## src/rtl/alu_ctrl_pkg.sv

```systemverilog
// Shared ALU control definitions: op codes, alu_op encodings, funct values, class helpers.
// Latency: none, constants and pure functions only.
// Backpressure: not applicable.
package alu_ctrl_pkg;

   typedef logic [3:0] opc_t;

   // 4-bit ALU operation codes
   localparam opc_t OP_AND   = 4'b0000;
   localparam opc_t OP_OR    = 4'b0001;
   localparam opc_t OP_ADD   = 4'b0010;
   localparam opc_t OP_XOR   = 4'b0011;
   localparam opc_t OP_MFHI  = 4'b0100;
   localparam opc_t OP_MFLO  = 4'b0101;
   localparam opc_t OP_SUB   = 4'b0110;
   localparam opc_t OP_SLT   = 4'b0111;
   localparam opc_t OP_SRL   = 4'b1000;
   localparam opc_t OP_SRA   = 4'b1001;
   localparam opc_t OP_MULT  = 4'b1010;
   localparam opc_t OP_MULTU = 4'b1011;
   localparam opc_t OP_NOR   = 4'b1100;
   localparam opc_t OP_DIV   = 4'b1101;
   localparam opc_t OP_SLL   = 4'b1110;
   localparam opc_t OP_DIVU  = 4'b1111;

   // alu_op encodings coming from the main decoder
   localparam logic [1:0] ALUOP_ADD   = 2'b00;
   localparam logic [1:0] ALUOP_SUB   = 2'b01;
   localparam logic [1:0] ALUOP_FUNCT = 2'b10;
   localparam logic [1:0] ALUOP_RSVD  = 2'b11;

   // R-type funct field values
   localparam logic [5:0] FN_SLL   = 6'd0;
   localparam logic [5:0] FN_SRL   = 6'd2;
   localparam logic [5:0] FN_SRA   = 6'd3;
   localparam logic [5:0] FN_MFHI  = 6'd16;
   localparam logic [5:0] FN_MFLO  = 6'd18;
   localparam logic [5:0] FN_MULT  = 6'd24;
   localparam logic [5:0] FN_MULTU = 6'd25;
   localparam logic [5:0] FN_DIV   = 6'd26;
   localparam logic [5:0] FN_DIVU  = 6'd27;
   localparam logic [5:0] FN_ADD   = 6'd32;
   localparam logic [5:0] FN_SUB   = 6'd34;
   localparam logic [5:0] FN_AND   = 6'd36;
   localparam logic [5:0] FN_OR    = 6'd37;
   localparam logic [5:0] FN_XOR   = 6'd38;
   localparam logic [5:0] FN_NOR   = 6'd39;
   localparam logic [5:0] FN_SLT   = 6'd42;

   // Ops that occupy the mult/div unit
   function automatic logic is_muldiv(input opc_t op);
      return (op == OP_MULT) || (op == OP_MULTU) || (op == OP_DIV) || (op == OP_DIVU);
   endfunction

   // Ops that read HI/LO and so must wait for the unit to finish
   function automatic logic is_hilo(input opc_t op);
      return (op == OP_MFHI) || (op == OP_MFLO);
   endfunction

endpackage

```

## src/rtl/alu_ctrl_decode.sv

```systemverilog
// Combinational alu_op/funct decode to ALU op code plus illegal and unit-class flags.
// Latency: zero, purely combinational.
// Backpressure: none; the caller gates acceptance.
module alu_ctrl_decode
   import alu_ctrl_pkg::*;
(
   input  logic [1:0] alu_op,
   input  logic [5:0] funct,
   output logic [3:0] op,
   output logic       illegal,
   output logic       is_muldiv,
   output logic       is_hilo,
   output logic       is_div
);

   // Map the request to an op code; anything undecodable becomes ADD with illegal set
   always_comb begin
      op      = OP_ADD;
      illegal = 1'b0;
      case (alu_op)
         ALUOP_ADD: op = OP_ADD;
         ALUOP_SUB: op = OP_SUB;
         ALUOP_FUNCT: begin
            case (funct)
               FN_SLL:   op = OP_SLL;
               FN_SRL:   op = OP_SRL;
               FN_SRA:   op = OP_SRA;
               FN_MFHI:  op = OP_MFHI;
               FN_MFLO:  op = OP_MFLO;
               FN_MULT:  op = OP_MULT;
               FN_MULTU: op = OP_MULTU;
               FN_DIV:   op = OP_DIV;
               FN_DIVU:  op = OP_DIVU;
               FN_ADD:   op = OP_ADD;
               FN_SUB:   op = OP_SUB;
               FN_AND:   op = OP_AND;
               FN_OR:    op = OP_OR;
               FN_XOR:   op = OP_XOR;
               FN_NOR:   op = OP_NOR;
               FN_SLT:   op = OP_SLT;
               default:  illegal = 1'b1;
            endcase
         end
         ALUOP_RSVD: illegal = 1'b1;
         default:    illegal = 1'b1;
      endcase
   end

   // Illegal requests decode to ADD, so these flags are never set for them
   assign is_muldiv = alu_ctrl_pkg::is_muldiv(op);
   assign is_hilo   = alu_ctrl_pkg::is_hilo(op);
   assign is_div    = (op == OP_DIV) || (op == OP_DIVU);

endmodule

```

## src/rtl/alu_ctrl_pipe.sv

```systemverilog
// Registered ALU control decode with mult/div occupancy counter and HI/LO hazard gating.
// Latency: accept at edge N drives op/illegal from N+1; 1 request/cycle when out_ready stays high.
// Backpressure: in_ready low while output stalls (no skid) or while a unit/HI-LO op meets a busy unit.
module alu_ctrl_pipe
   import alu_ctrl_pkg::*;
#(
   parameter int MULT_LAT = 4,
   parameter int DIV_LAT  = 32,
   parameter int CNT_W    = $clog2(DIV_LAT + 1)
) (
   input  logic       clk,
   input  logic       rst_n,
   input  logic       in_valid,
   output logic       in_ready,
   input  logic [1:0] alu_op,
   input  logic [5:0] funct,
   output logic       out_valid,
   input  logic       out_ready,
   output logic [3:0] op,
   output logic       illegal,
   output logic       md_start,
   output logic       md_busy
);

   logic [3:0]       dec_op;
   logic             dec_illegal;
   logic             dec_muldiv;
   logic             dec_hilo;
   logic             dec_div;
   logic [CNT_W-1:0] cnt;
   logic             block;
   logic             accept;

   alu_ctrl_decode u_decode (
      .alu_op    (alu_op),
      .funct     (funct),
      .op        (dec_op),
      .illegal   (dec_illegal),
      .is_muldiv (dec_muldiv),
      .is_hilo   (dec_hilo),
      .is_div    (dec_div)
   );

   // Hazard gate looks only at the current count, never at what is being accepted now
   assign md_busy  = (cnt != '0);
   assign block    = md_busy && (dec_muldiv || dec_hilo);
   assign in_ready = (!out_valid || out_ready) && !block;
   assign accept   = in_valid && in_ready;

   // Output register: load on accept, hold while stalled, drop valid once consumed
   always_ff @(posedge clk or negedge rst_n) begin
      if (!rst_n) begin
         out_valid <= 1'b0;
         op        <= OP_AND;
         illegal   <= 1'b0;
         md_start  <= 1'b0;
      end else begin
         md_start <= accept && dec_muldiv;
         if (accept) begin
            out_valid <= 1'b1;
            op        <= dec_op;
            illegal   <= dec_illegal;
         end else if (out_ready) begin
            out_valid <= 1'b0;
         end
      end
   end

   // Busy counter: a new mult/div load wins over the decrement; decrements even when output is stalled
   always_ff @(posedge clk or negedge rst_n) begin
      if (!rst_n) begin
         cnt <= '0;
      end else if (accept && dec_muldiv) begin
         cnt <= dec_div ? CNT_W'(DIV_LAT) : CNT_W'(MULT_LAT);
      end else if (cnt != '0) begin
         cnt <= cnt - 1'b1;
      end
   end

endmodule

```

## config.mk

```make
export PLATFORM = sky130hd
export DESIGN_NAME = alu_ctrl_pipe
export DESIGN_NICKNAME = d
export VERILOG_FILES = /design/src/rtl/alu_ctrl_pkg.sv /design/src/rtl/alu_ctrl_decode.sv /design/src/rtl/alu_ctrl_pipe.sv
export SDC_FILE = /design/constraint.sdc
export NUM_CORES = 1
export LEC_CHECK = 0
export ABC_CLOCK_PERIOD_IN_PS = 2550
export CAP_MARGIN = 15
export CORE_UTILIZATION = 48
export CTS_CLUSTER_DIAMETER = 120
export DETAILED_ROUTE_END_ITERATION = 8
export GPL_ROUTABILITY_DRIVEN = 0
export GPL_TIMING_DRIVEN = 0
export HOLD_SLACK_MARGIN = 0.1
export PLACE_DENSITY_LB_ADDON = 0.1
export SYNTH_ARGS = -nofsm -noshare
export SYNTH_HDL_FRONTEND = slang
export SYNTH_SLANG_ARGS = --single-unit
```

## constraint.sdc

```tcl
create_clock -name clk -period 2.55 [get_ports clk]
set_clock_uncertainty 0.05 [all_clocks]
set_input_delay 0.51 -clock clk [delete_from_list [all_inputs] [get_ports clk]]
set_output_delay 0.51 -clock clk [all_outputs]
set_load 0.05 [all_outputs]
```

== After elaboration in Yosys (flattened, before gate mapping) ==
Cells that the tools add are included.
Cells by class
  $mul: 0
  shift operators: 0
  muxes and demuxes: 9
  bitwise operators: 0
  div/mod/pow operators: 0
  reduce and logical (&&, ||, !) cells: 18
  equal/unequal tests: 24
  magnitude comparators: 0
  add/sub/neg operators: 1
Operator list (number)
  one-hot mux 4 bit (15 select lines): 1
  equality test 6 bit, second input constant: 7
  equality test 6 x 5 -> 1 bit, second input constant: 6
  two-way mux 6 bit: 3
  equality test 4 bit, second input constant: 4
  OR reduction 16 bit: 1
  equality test 6 x 2 -> 1 bit, second input constant: 2
  equality test 4 x 3 -> 1 bit, second input constant: 2
  one-hot mux 4 bit (2 select lines): 1
  logical OR 1 bit: 7
  logical NOT 6 bit: 1
  nonzero test 6 bit: 1
  subtractor 6 x 1 -> 6 bit, second input constant: 1
  equality test 2 bit, second input constant: 2
  logical AND 1 bit: 4
  nonzero test 2 bit: 2
  two-way mux 1 bit: 3
  equality test 2 x 1 -> 1 bit, second input constant: 1
  logical NOT 1 bit: 2
  one-hot mux 1 bit (2 select lines): 1
Word-level totals
  output and inout bits: 9
  bits in read-only memories: 0
  input bits: 12
  word-level logic and storage cells: 57
  memories kept: 0
  register bits: 13
  latch bits: 0
  bits in writable memories: 0

== Depth between registers and ports, before layout ==
Gate-level depths: netlist (run 1).
  word-level depth: 14
  depth in mapped cells: 8
  depth with buffers taken out: 8

== Cells and area by module ==
Synthesis (run 1) repeated with hierarchy kept, for this count alone.
Second synthesis, totals
  cells, all modules: 128
  area total of the unflattened synthesis: 1162.4 um^2
Modules (own cells, without submodules)
  alu_ctrl_pipe: area each 618.1 um^2, sequential area each 325.3 um^2, instances 1, cells an instance 52
  alu_ctrl_decode: area each 544.3 um^2, sequential area each 0.0 um^2, instances 1, cells an instance 76

== Worst setup path after synthesis (run 1) ==
No wires, ideal clock.
  path type: input -> output
  start: input port alu_op[0]
  end: output port in_ready
  data required time: 1.990 ns
  slack: -0.298 ns
  arrival: 2.288 ns
  stages: 8
  path buffers: 0
  cells stage by stage: inv_1 ha_1 and4bb_1 a21oi_1 a311oi_2 nand2_1 or4_1 and3_1
Between the ends
  longest elaborated chain between the ends: 10
  elaborated cells on any way between the ends: 17
  classes of those cells: eq/ne: 8; mux: 1; reduce/logical: 8
Ends and longest elaborated chain
  start: declaration: RTL line alu_ctrl_pipe.sv:15  | input logic [1:0] alu_op,
  equality test 2 bit / equality test 2 x 1 -> 1 bit (equally long branches): RTL line alu_ctrl_decode.sv:20  | case (alu_op)
  one-hot mux 4 bit (2 select lines) (*): RTL line alu_ctrl_decode.sv:20
  equality test 4 bit: RTL line alu_ctrl_pkg.sv:52  | return (op == OP_MULT) || (op == OP_MULTU) || (op == OP_DIV) || (op == OP_DIVU);
  logical OR 1 bit (3 in a row): RTL line alu_ctrl_pkg.sv:52
  logical OR 1 bit (*): RTL line alu_ctrl_pipe.sv:46  | assign block = md_busy && (dec_muldiv || dec_hilo);
  logical AND 1 bit (*): RTL line alu_ctrl_pipe.sv:46
  logical NOT 1 bit (*): RTL line alu_ctrl_pipe.sv:47  | assign in_ready = (!out_valid || out_ready) && !block;
  logical AND 1 bit (*): RTL line alu_ctrl_pipe.sv:47
  end: declaration: RTL line alu_ctrl_pipe.sv:14  | output logic in_ready,
Mark *: on every way between the ends. The rest lies on a longest branch, timed or not.

== Worst setup path after layout (run 1) ==
  start: input port funct[1]
  end: output port in_ready
Between the ends
  longest elaborated chain between the ends: 11
  elaborated cells on any way between the ends: 31
  classes of those cells: eq/ne: 20; mux: 2; reduce/logical: 9
Ends and longest elaborated chain
  start: declaration: RTL line alu_ctrl_pipe.sv:16  | input logic [5:0] funct,
  equality test 6 bit, or another cell as far along: RTL line alu_ctrl_decode.sv:24  | case (funct)
  one-hot mux 4 bit (15 select lines) (*): RTL line alu_ctrl_decode.sv:24
  one-hot mux 4 bit (2 select lines) (*): RTL line alu_ctrl_decode.sv:20
  equality test 4 bit: RTL line alu_ctrl_pkg.sv:52
  logical OR 1 bit (3 in a row): RTL line alu_ctrl_pkg.sv:52
  logical OR 1 bit (*): RTL line alu_ctrl_pipe.sv:46
  logical AND 1 bit (*): RTL line alu_ctrl_pipe.sv:46
  logical NOT 1 bit (*): RTL line alu_ctrl_pipe.sv:47
  logical AND 1 bit (*): RTL line alu_ctrl_pipe.sv:47
Marks and branches as above.

==> impl_metrics.yaml, run 1 <==
layout:
  seq_area_um2: 325.3
  antennaDiodeCount: 0
  drive_above_1_share_pct: 39.31
  syn_to_final_growth_pct: 39.51
  instances_no_fill: 203
  fillers: 179
  nets: 190
  multi_input_area_um2: 978.4
  fin_area_um2: 1780
  final_common_cell: "buf_4"
  layout_common_cells: "buf_4 (19), dfrtp_1 (13), nor2_1 (10), clkdlybuf4s50_1 (10), nand2_1 (7)"
power:
  vdd_drop_max_uv: 648.2
  leakage_nw: 0.7636
  powerDensity_nw_per_um2: 501.3
clocking:
  htree_levels: 1
  clock_sinks: 13
  clk-insertion-delay-late_ps: 270
  clk_pin_slew_worst_paths_ps: 70
  cts_buffer_depth: 2
  cts_made_buffers: 3
  cts_tree: "done"
  root_buffer: "clkbuf_4"
route:
  drtPass1Iterations: 4
  wl_per_cell_um: 16.02
  drt_iter0_drc: 53
  postRouteAntennaNets: 0
  drcViolationCount: 0
  wl_um: 3253
  viasPerCell: 6.020
  dr_total_vias: 1222
run:
  maxCapViolations: 0
die:
  die_h_um: 53.57
  pin_count: 21
  core-area_um2: 2500
  rows: 18
  dieArea_um2: 2869
  die_x_um: 53.57
  start_util_pct: 51.05
logic_synthesis:
  synth_area_leaders: "dfrtp_1 (25%), ha_1 (3.9%), buf_6 (3.5%), mux2_4 (3.5%), nor2_1 (2.9%)"
  synth.cell_area_um2: 1276
  synth_fa_ha_area_share_pct: 3.922
  yosys_warnings: 0
  synth-simple-area-share_pct: 25.98
  ys_ff_latch: 13
  yosys.area_share.xor_xnor_pct: 2.059
  synthDistinctLibCells: 62
  synthFlopType: "dfrtp_1"
  ys_seq_area_share_pct: 25.49
  synth_top_area_cell: "dfrtp_1"
  async_flop_share_pct: 100.0
  synth_top_family_by_area: "compound AO/OA/AOI/OAI gates"
  syn-num-nets: 151
  netlist.area_leader.share_pct: 25.49
  synth_compound_area_share_pct: 27.94
  synthCells: 135
  synth_mux_area_share_pct: 6.961
  synth-edff-count: 0
  synth_area_per_cell_um2: 9.454
timing:
  slew_viol_final: 0
  post-route-period-util_pct: 115.2
  period_minus_slack_ps: 2938
  setup_ws_ps: -388.3
  rsz0062_at_grt: "true"
  max_freq_mhz: 340.3
  holdWs_ps: 451.3
  final-setup-viol-count: 1
  timing.setup.tns_ps: -388.3
  hold_viol_final: 0
  slew_headroom_pct: 61.25
  tightestPinTransition_ps: 579.5
worst_hold_path:
  min_path_type: "register to register"
  worstHoldStart: "op[2]$_DFFE_PN0P_"
  whs_path_depth: 1
  worstHoldEndpoint: "op[2]$_DFFE_PN0P_"
global_route:
  grtUsageTotal_pct: 25.62
  grt_overflow: 0
  grt_start_max_net_pins: 14
  antenna_found_initial: 0
  grt_pass1_vias: 1172
  grt_pass1_wl_um: 5333
worst_setup_path:
  crit_path_max_incr_delay_ps: 530
  crit_path_top_delay_cell: "or4_4"
  arrival_ps: 2380
  reg2reg_depth: 8
  crit_buf_inv: 2
  cp.required_ps: 1990
  critPathKind: "input port to output pin"
  path_cells: "clkdlybuf4s15_1, and4bb_1, a21oi_2, a311oi_2, nand2_1, or4_4, and3_4, buf_8"
  crit_path_end_kind: "output pin"
  start_kind: "input port"
  critPathMaxFanout: 4
  rr_endpoint: "illegal$_DFFE_PN0P_"
  rr_startpoint: "cnt[0]$_DFFE_PN0P_"
  rrSetupSlack_ps: 310
  critPathTopFamily: "simple AND/OR/NAND/NOR gates"
run_status:
  status: "complete, but fails checks"
  failed_checks: "negative setup slack"
place:
  dpl_cell_area_um2: 1515
  placedCellCount: 183
  hpwlAfterDp_um: 2183
  port_buffers: 18
-- metal layers --
metal	vias to the layer above	global-route usage (%)	routed length (um)
met5	-	0	0
met4	0	4.825	33
met3	4	7.345	165
met2	42	41.88	1555
met1	587	33.68	1499
li1	589	-	-
-- sequential cells by signal (all words and copies together), names as in the netlist --
register / cells
cnt: 6
op: 4
illegal: 1
md_start: 1
out_valid: 1
-- Yosys cell counts (2+ instances only) --
master    number
buf_6          4
nand2_1        7
nor2_1        10
nor3_1         5
o21ai_0        2
nor2b_1        3
a32oi_1        2
a211o_1        2
buf_2          3
nand2b_1       4
a211oi_2       2
mux2i_1        3
and3_1         2
a21oi_1        5
nand3_1        5
o21bai_1       3
inv_1          7
and3b_1        2
a21o_1         2
ha_1           4
and4bb_1       2
dfrtp_1       13
mux2_4         3
xnor2_1        2
-- per-stage QoR --
stage               worst slack [ps]  utilization, %  power [mW]
global placement               -1448           60.61      0.7090
global route                  -415.4           71.22      0.9537
CTS                           -330.8           68.57      0.8835
finish                        -388.3           71.22      0.8926
floorplan                     -129.1               -      0.6176
detailed placement             -1450           60.61      0.7221
-- kinds of logic (layout without fill, tap and decap cells) --
family | after synthesis | in the layout
compound gates | 39 | 39
xor+xnor | 3 | 3
fa+ha+maj | 4 | 4
buf+inv | 16 | 54
flops | 13 | 13
mux | 7 | 7
simple gates | 53 | 53
-- worst register-to-register path, cell delays in order, from the launching register on --
cell and delay, ps:
dfrtp_1 380, inv_1 90, ha_1 190, nand2_1 120
nor3_4 280, inv_2 180, a41o_2 290, a31oi_4 240
mux2_4 330
-- final cells by class --
cell class                 count  share of cell area, %
clock buffer                   4                  1.476
multi-input combinational    106                  54.95
buffer                         8                  4.849
timing repair buffer          34                  16.51
inverter                       8                  1.827
sequential                    13                  18.27
tap                           30                  2.108
-- where the power goes --
part           switching [mW]  internal (mW)  total [mW]
Sequential             0.0494          0.265       0.315
Clock                  0.0638         0.0607       0.124
Combinational           0.244          0.209       0.454
Total                   0.358          0.535       0.893
-- repair_timing --
action | CTS | global route
pin swaps | 14 | 8
hold buffers | 0 | 0
endpoints found under the setup margin | 12 | 2
gates resized for setup | 54 | 13
setup buffers | 12 | 4
-- how the worst max path moves through the flow --
stage,start,cells past startpoint,endpoint,slack [ps]
floorplan,funct[4],8,in_ready,-130
global placement,funct[5],9,in_ready,-1450
detailed placement,funct[5],9,in_ready,-1450
CTS,alu_op[0],10,in_ready,-330
global route,funct[1],8,in_ready,-420
finish,funct[1],8,in_ready,-390
Power figures use the tool's default switching activity.
==> run 2, diff against run 1 <==
--- a/config.mk
+++ b/config.mk
@@ -10,7 +10,6 @@
 export CORE_UTILIZATION = 48
 export CTS_CLUSTER_DIAMETER = 120
 export DETAILED_ROUTE_END_ITERATION = 8
-export GPL_ROUTABILITY_DRIVEN = 0
 export GPL_TIMING_DRIVEN = 0
 export HOLD_SLACK_MARGIN = 0.1
 export PLACE_DENSITY_LB_ADDON = 0.1
==> run 2 against run 1 <==
- the flow still finishes with violations (negative setup slack)
- via count fell by 1.5%
- clock power barely moved
- first-iteration DRC count fell by 49%
- hold slack improved by 1.5 ps
- flip-flop and latch count did not move
- die area did not move
- sequential power barely moved
- count of clock-buffer cells in the layout did not move
- critical path type unchanged
- largest cell class unchanged
- highest routed layer unchanged
==> impl_metrics.yaml, run 2 (same netlist as run 1, synthesis figures left out) <==
run_status:
  status: "complete, but fails checks"
  failed_checks: "negative setup slack"
place:
  port_buffers: 18
  placedCellCount: 183
  dpl_cell_area_um2: 1515
  finalWeightedCongestion: 0.8210
  hpwlAfterDp_um: 2175
route:
  postRouteAntennaNets: 0
  dr_wl_met2_um: 1552
  m1WireLength_um: 1567
  routed.top_layer: "met4"
  dr_total_vias: 1204
  drt_iter0_drc: 27
  viasPerCell: 6.081
  drcViolationCount: 0
  wl_per_cell_um: 16.84
  wl_met3_um: 162
  wl_um: 3334
  drtPass1Iterations: 4
layout:
  drive_above_1_share_pct: 36.31
  antennaDiodeCount: 0
  final_common_cell: "buf_4"
  fin_area_um2: 1733
  regMostFlops: "cnt"
  nets: 185
  largest_register_ffs: 6
  layout_common_cells: "buf_4 (16), dfrtp_1 (13), nor2_1 (10), clkdlybuf4s50_1 (10), nand2_1 (7)"
  syn_to_final_growth_pct: 35.78
  instances_no_fill: 198
  reg_top3: "cnt x6, op x4"
worst_setup_path:
  path_cells: "buf_8, inv_4, ha_4, and4bb_1, a21oi_2, a311oi_2, nand2_1, or4_4, and3_4, buf_8"
  path_common_cell: "buf_8"
  reg2reg_depth: 8
  arrival_ps: 2420
  crit_path_top_delay_cell: "or4_4"
  critPathKind: "input port to output pin"
  critPathMaxFanout: 3
  crit_path_max_incr_delay_ps: 500
  cp.required_ps: 1990
  start_kind: "input port"
  crit_path_end_kind: "output pin"
die:
  dieArea_um2: 2869
  die_x_um: 53.57
  die_h_um: 53.57
  start_util_pct: 51.05
  pin_count: 21
  core-area_um2: 2500
  rows: 18
global_route:
  grt_pass1_wl_um: 5319
  grtUsageTotal_pct: 26.13
  grt_overflow: 0
  grt_pass1_vias: 1104
  antenna_found_initial: 0
  grt_start_max_net_pins: 14
timing:
  tightestPinTransition_ps: 597.9
  post-route-period-util_pct: 116.7
  max_freq_mhz: 336.0
  setup_ws_ps: -426.0
  hold_viol_final: 0
  final-setup-viol-count: 1
  slew_headroom_pct: 60.01
  period_minus_slack_ps: 2976
  slew_viol_final: 0
  rsz0062_at_grt: "true"
  timing.setup.tns_ps: -426.0
clocking:
  htree_levels: 1
  clk-insertion-delay-late_ps: 270
  root_buffer: "clkbuf_4"
  cts_buffer_depth: 2
  clk_pin_slew_worst_paths_ps: 70
  cts_made_buffers: 3
  clock_sinks: 13
  cts_tree: "done"
power:
  seq_power_share_pct: 35.2
  pwr-share-clk_pct: 14.0
  switching_share_pct: 40.36
  intPower_mw: 0.5322
  vdd_drop_max_uv: 612.9
  total_switching_power_mw: 0.3601
  leakage_nw: 0.7407
  p_total_mw: 0.8924
  combPwrFrac_pct: 50.8
  powerDensity_nw_per_um2: 515.0
worst_hold_path:
  whs_path_depth: 1
  min_path_type: "register to register"
run:
  maxCapViolations: 0
## run 2: what timing repair did
action / CTS / global route
buffers inserted: 10 / 1
gates resized for setup: 61 / 2
setup endpoints to repair: 12 / 2
hold buffers: 0 / 0
gates cloned: 0 / 0
pin swaps: 11 / 2
## run 2: per-stage QoR
stage	setup slack (ps)	utilization (%)	hold slack, ps
after floorplan	-129.1	-	164.4
after global placement	-1439	60.61	433.5
after detailed placement	-1470	60.61	431.4
after CTS	-363.3	69.17	454.9
after global routing	-441.1	69.32	465.3
final	-426.0	69.32	452.7
## run 2: worst max-delay path: cells and delay by family
family	cells	cell delay, ps
buffers and inverters	3	280
AND/OR/NAND/NOR	4	1090
AO/OA/AOI/OAI	2	400
adder cells (fa/ha/maj)	1	120
## run 2: routing by layer
metal  GRT usage [%]  vias to the layer above
met4           7.456                        0
li1                -                      582
met5               0                        -
met3           8.192                        6
met1           35.37                      582
met2           39.79                       34
## run 2: final cells by class
type	instances	area, um2
timing repair buffer	29	256.5
fill	187	767.0
multi-input combinational	106	968.4
inverter	8	32.53
buffer	8	86.33
clock buffer	4	26.28
sequential	13	325.3
tap	30	37.54
## run 2: power groups by stage
stage               logic, mW  clock network (mW)  registers (mW)
global placement        0.399                   0           0.311
detailed placement      0.410                   0           0.314
floorplan               0.276                   0           0.341
CTS                     0.451               0.129           0.314
finish                  0.454               0.125           0.314
global route            0.490               0.138           0.322
## run 2: final timing paths
check / from / endpoint / slack, ps
min: op[2]$_DFFE_PN0P_ / op[2]$_DFFE_PN0P_ / 450
min reg2reg: op[2]$_DFFE_PN0P_ / op[2]$_DFFE_PN0P_ / 450
min in group asynchronous: rst_n / cnt[4]$_DFFE_PN0P_ / 560
max reg2reg: cnt[0]$_DFFE_PN0P_ / op[1]$_DFFE_PN0P_ / 300
max in group asynchronous: rst_n / op[0]$_DFFE_PN0P_ / 1500
max: alu_op[0] / in_ready / -430
==> run 3, diff against run 2 <==
--- a/config.mk
+++ b/config.mk
@@ -7,11 +7,13 @@
 export LEC_CHECK = 0
 export ABC_CLOCK_PERIOD_IN_PS = 2550
 export CAP_MARGIN = 15
-export CORE_UTILIZATION = 48
+export CORE_UTILIZATION = 57
 export CTS_CLUSTER_DIAMETER = 120
 export DETAILED_ROUTE_END_ITERATION = 8
+export DONT_BUFFER_PORTS = 1
 export GPL_TIMING_DRIVEN = 0
 export HOLD_SLACK_MARGIN = 0.1
+export MAX_ROUTING_LAYER = met4
 export PLACE_DENSITY_LB_ADDON = 0.1
 export SYNTH_ARGS = -nofsm -noshare
 export SYNTH_HDL_FRONTEND = slang
==> run 3 against run 2 <==
- the flow still finishes with violations (negative setup slack)
- maximum frequency is 7.1% higher
- non-clock buffer count is 14 lower
- largest power group unchanged
- total power is 4.2% lower
- count of clock-buffer cells in the layout stayed put
- global-route usage is 1.5 points higher
- register-to-register slack worse by 150 ps
==> impl_metrics.yaml, run 3 (same netlist as run 1, synthesis figures left out) <==
worst_setup_path:
  rr_startpoint: "cnt[0]$_DFFE_PN0P_"
  critPathKind: "input port to output pin"
  critPathTopFamily: "simple AND/OR/NAND/NOR gates"
  start_kind: "input port"
  crit_buf_inv: 2
  cp.required_ps: 1990
  crit_path_top_delay_cell: "or4_4"
  crit_path_end_kind: "output pin"
  rr_endpoint: "op[0]$_DFFE_PN0P_"
  rrSetupSlack_ps: 150
  crit_path_max_incr_delay_ps: 500
  reg2reg_depth: 8
  path_cells: "buf_6, buf_4, nand3_1, o31ai_4, a221o_1, nand2_1, or4_4, and3_4"
  arrival_ps: 2220
  critPathMaxFanout: 10
power:
  p_total_mw: 0.8546
  powerDensity_nw_per_um2: 549.5
  vdd_drop_max_uv: 609.5
  leakage_nw: 0.6723
layout:
  nets: 171
  syn_to_final_growth_pct: 21.86
  fillers: 152
  fin_area_um2: 1555
  largest_register_ffs: 6
  instances_no_fill: 181
  antennaDiodeCount: 0
  layout_common_cells: "buf_4 (15), dfrtp_1 (13), nor2_1 (9), nand2_1 (7), inv_1 (6)"
  regMostFlops: "cnt"
  reg_top3: "cnt x6, op x4"
  final_common_cell: "buf_4"
  fin_util_pct: 76.16
  drive_above_1_share_pct: 32.47
route:
  drt_iter0_drc: 27
  drtPass1Iterations: 4
  wl_um: 3236
  drcViolationCount: 0
  viasPerCell: 6.530
  dr_total_vias: 1182
  wl_per_cell_um: 17.88
  postRouteAntennaNets: 0
timing:
  setup_ws_ps: -229.9
  final-setup-viol-count: 1
  hold_viol_final: 0
  slew_viol_final: 0
  holdWs_ps: 351.4
  post-route-period-util_pct: 109.0
  tightestPinTransition_ps: 582.9
  max_freq_mhz: 359.7
  period_minus_slack_ps: 2780
  timing.setup.tns_ps: -229.9
  rsz0062_at_grt: "true"
  slew_headroom_pct: 61.01
die:
  dieArea_um2: 2432
  core-area_um2: 2042
  die_h_um: 49.32
  start_util_pct: 62.50
  pin_count: 21
  rows: 16
  die_x_um: 49.32
clocking:
  cts_made_buffers: 3
  cts_tree: "done"
  htree_levels: 1
  cts_buffer_depth: 2
  clk_pin_slew_worst_paths_ps: 70
  clk-insertion-delay-late_ps: 280
  clock_sinks: 13
  root_buffer: "clkbuf_4"
place:
  port_buffers: 0
  hpwlAfterDp_um: 2069
  placedCellCount: 162
  finalWeightedCongestion: 0.8924
  post-place-ws_ps: -304.0
  dpl_cell_area_um2: 1331
worst_hold_path:
  min_path_type: "input port to register"
  worstHoldEndpoint: "out_valid$_DFFE_PN0P_"
  whs_path_depth: 1
  worstHoldStart: "in_valid"
global_route:
  grt_pass1_wl_um: 5126
  grt_pass1_vias: 1143
  grtUsageTotal_pct: 27.67
  grt_start_max_net_pins: 14
  antenna_found_initial: 0
  grt_overflow: 0
run_status:
  failed_checks: "negative setup slack"
  status: "complete, but fails checks"
run:
  maxCapViolations: 0
==> run 3: changes by cell type in the layout (fill, tap and decap cells not counted), sizes merged <==
cell,change
clkdlybuf4s50,-10
buf,-3
clkbuf,-1
clkdlybuf4s15,-1
dlygate4sd3,+1
==> run 3: worst reg2reg max path, delay by kind of cell (launching register included) <==
family / cells / cell delay, ps
buffers and inverters: 2 / 360
muxes: 1 / 330
AOI/OAI and AO/OA: 2 / 560
DFF: 1 / 380
and+or+nand+nor: 2 / 410
adders and majority gates: 1 / 200
==> run 3: how the worst max path moves through the flow <==
stage | startpoint | to | depth (start not counted)
global placement | alu_op[0] | in_ready | 8
finish | funct[3] | in_ready | 8
detailed placement | alu_op[0] | in_ready | 8
floorplan | funct[4] | in_ready | 8
CTS | funct[4] | in_ready | 7
global route | funct[3] | in_ready | 8
==> run 3: what timing repair did <==
item,4_1_cts,5_1_grt
endpoints found under the hold margin,13,0
hold buffers,1,0
pin swaps,12,4
setup endpoints to repair,1,5
buffers inserted,15,3
gates resized for setup,9,7
==> run 3: per-layer routing <==
metal / share of wire (%) / GRT usage (%)
met5: 0 / -
met4: 1.3 / 7.353
met3: 5.9 / 6.231
met2: 48 / 42.01
met1: 45 / 36.89
==> run 3: final cells by class <==
class	instances	area (um2)	area share, %
sequential	13	325.3	20.92
clock buffer	4	26.28	1.689
buffer	8	92.59	5.953
multi-input combinational	106	929.6	59.77
tap	27	33.78	2.172
inverter	8	32.53	2.092
timing repair buffer	15	115.1	7.401
==> run 3: where the power goes <==
part / total [mW] / internal [mW] / switching (mW)
sequential: 0.354 / 0.264 / 0.0895
combinational: 0.374 / 0.173 / 0.201
clock: 0.127 / 0.0607 / 0.0663
total: 0.855 / 0.498 / 0.356
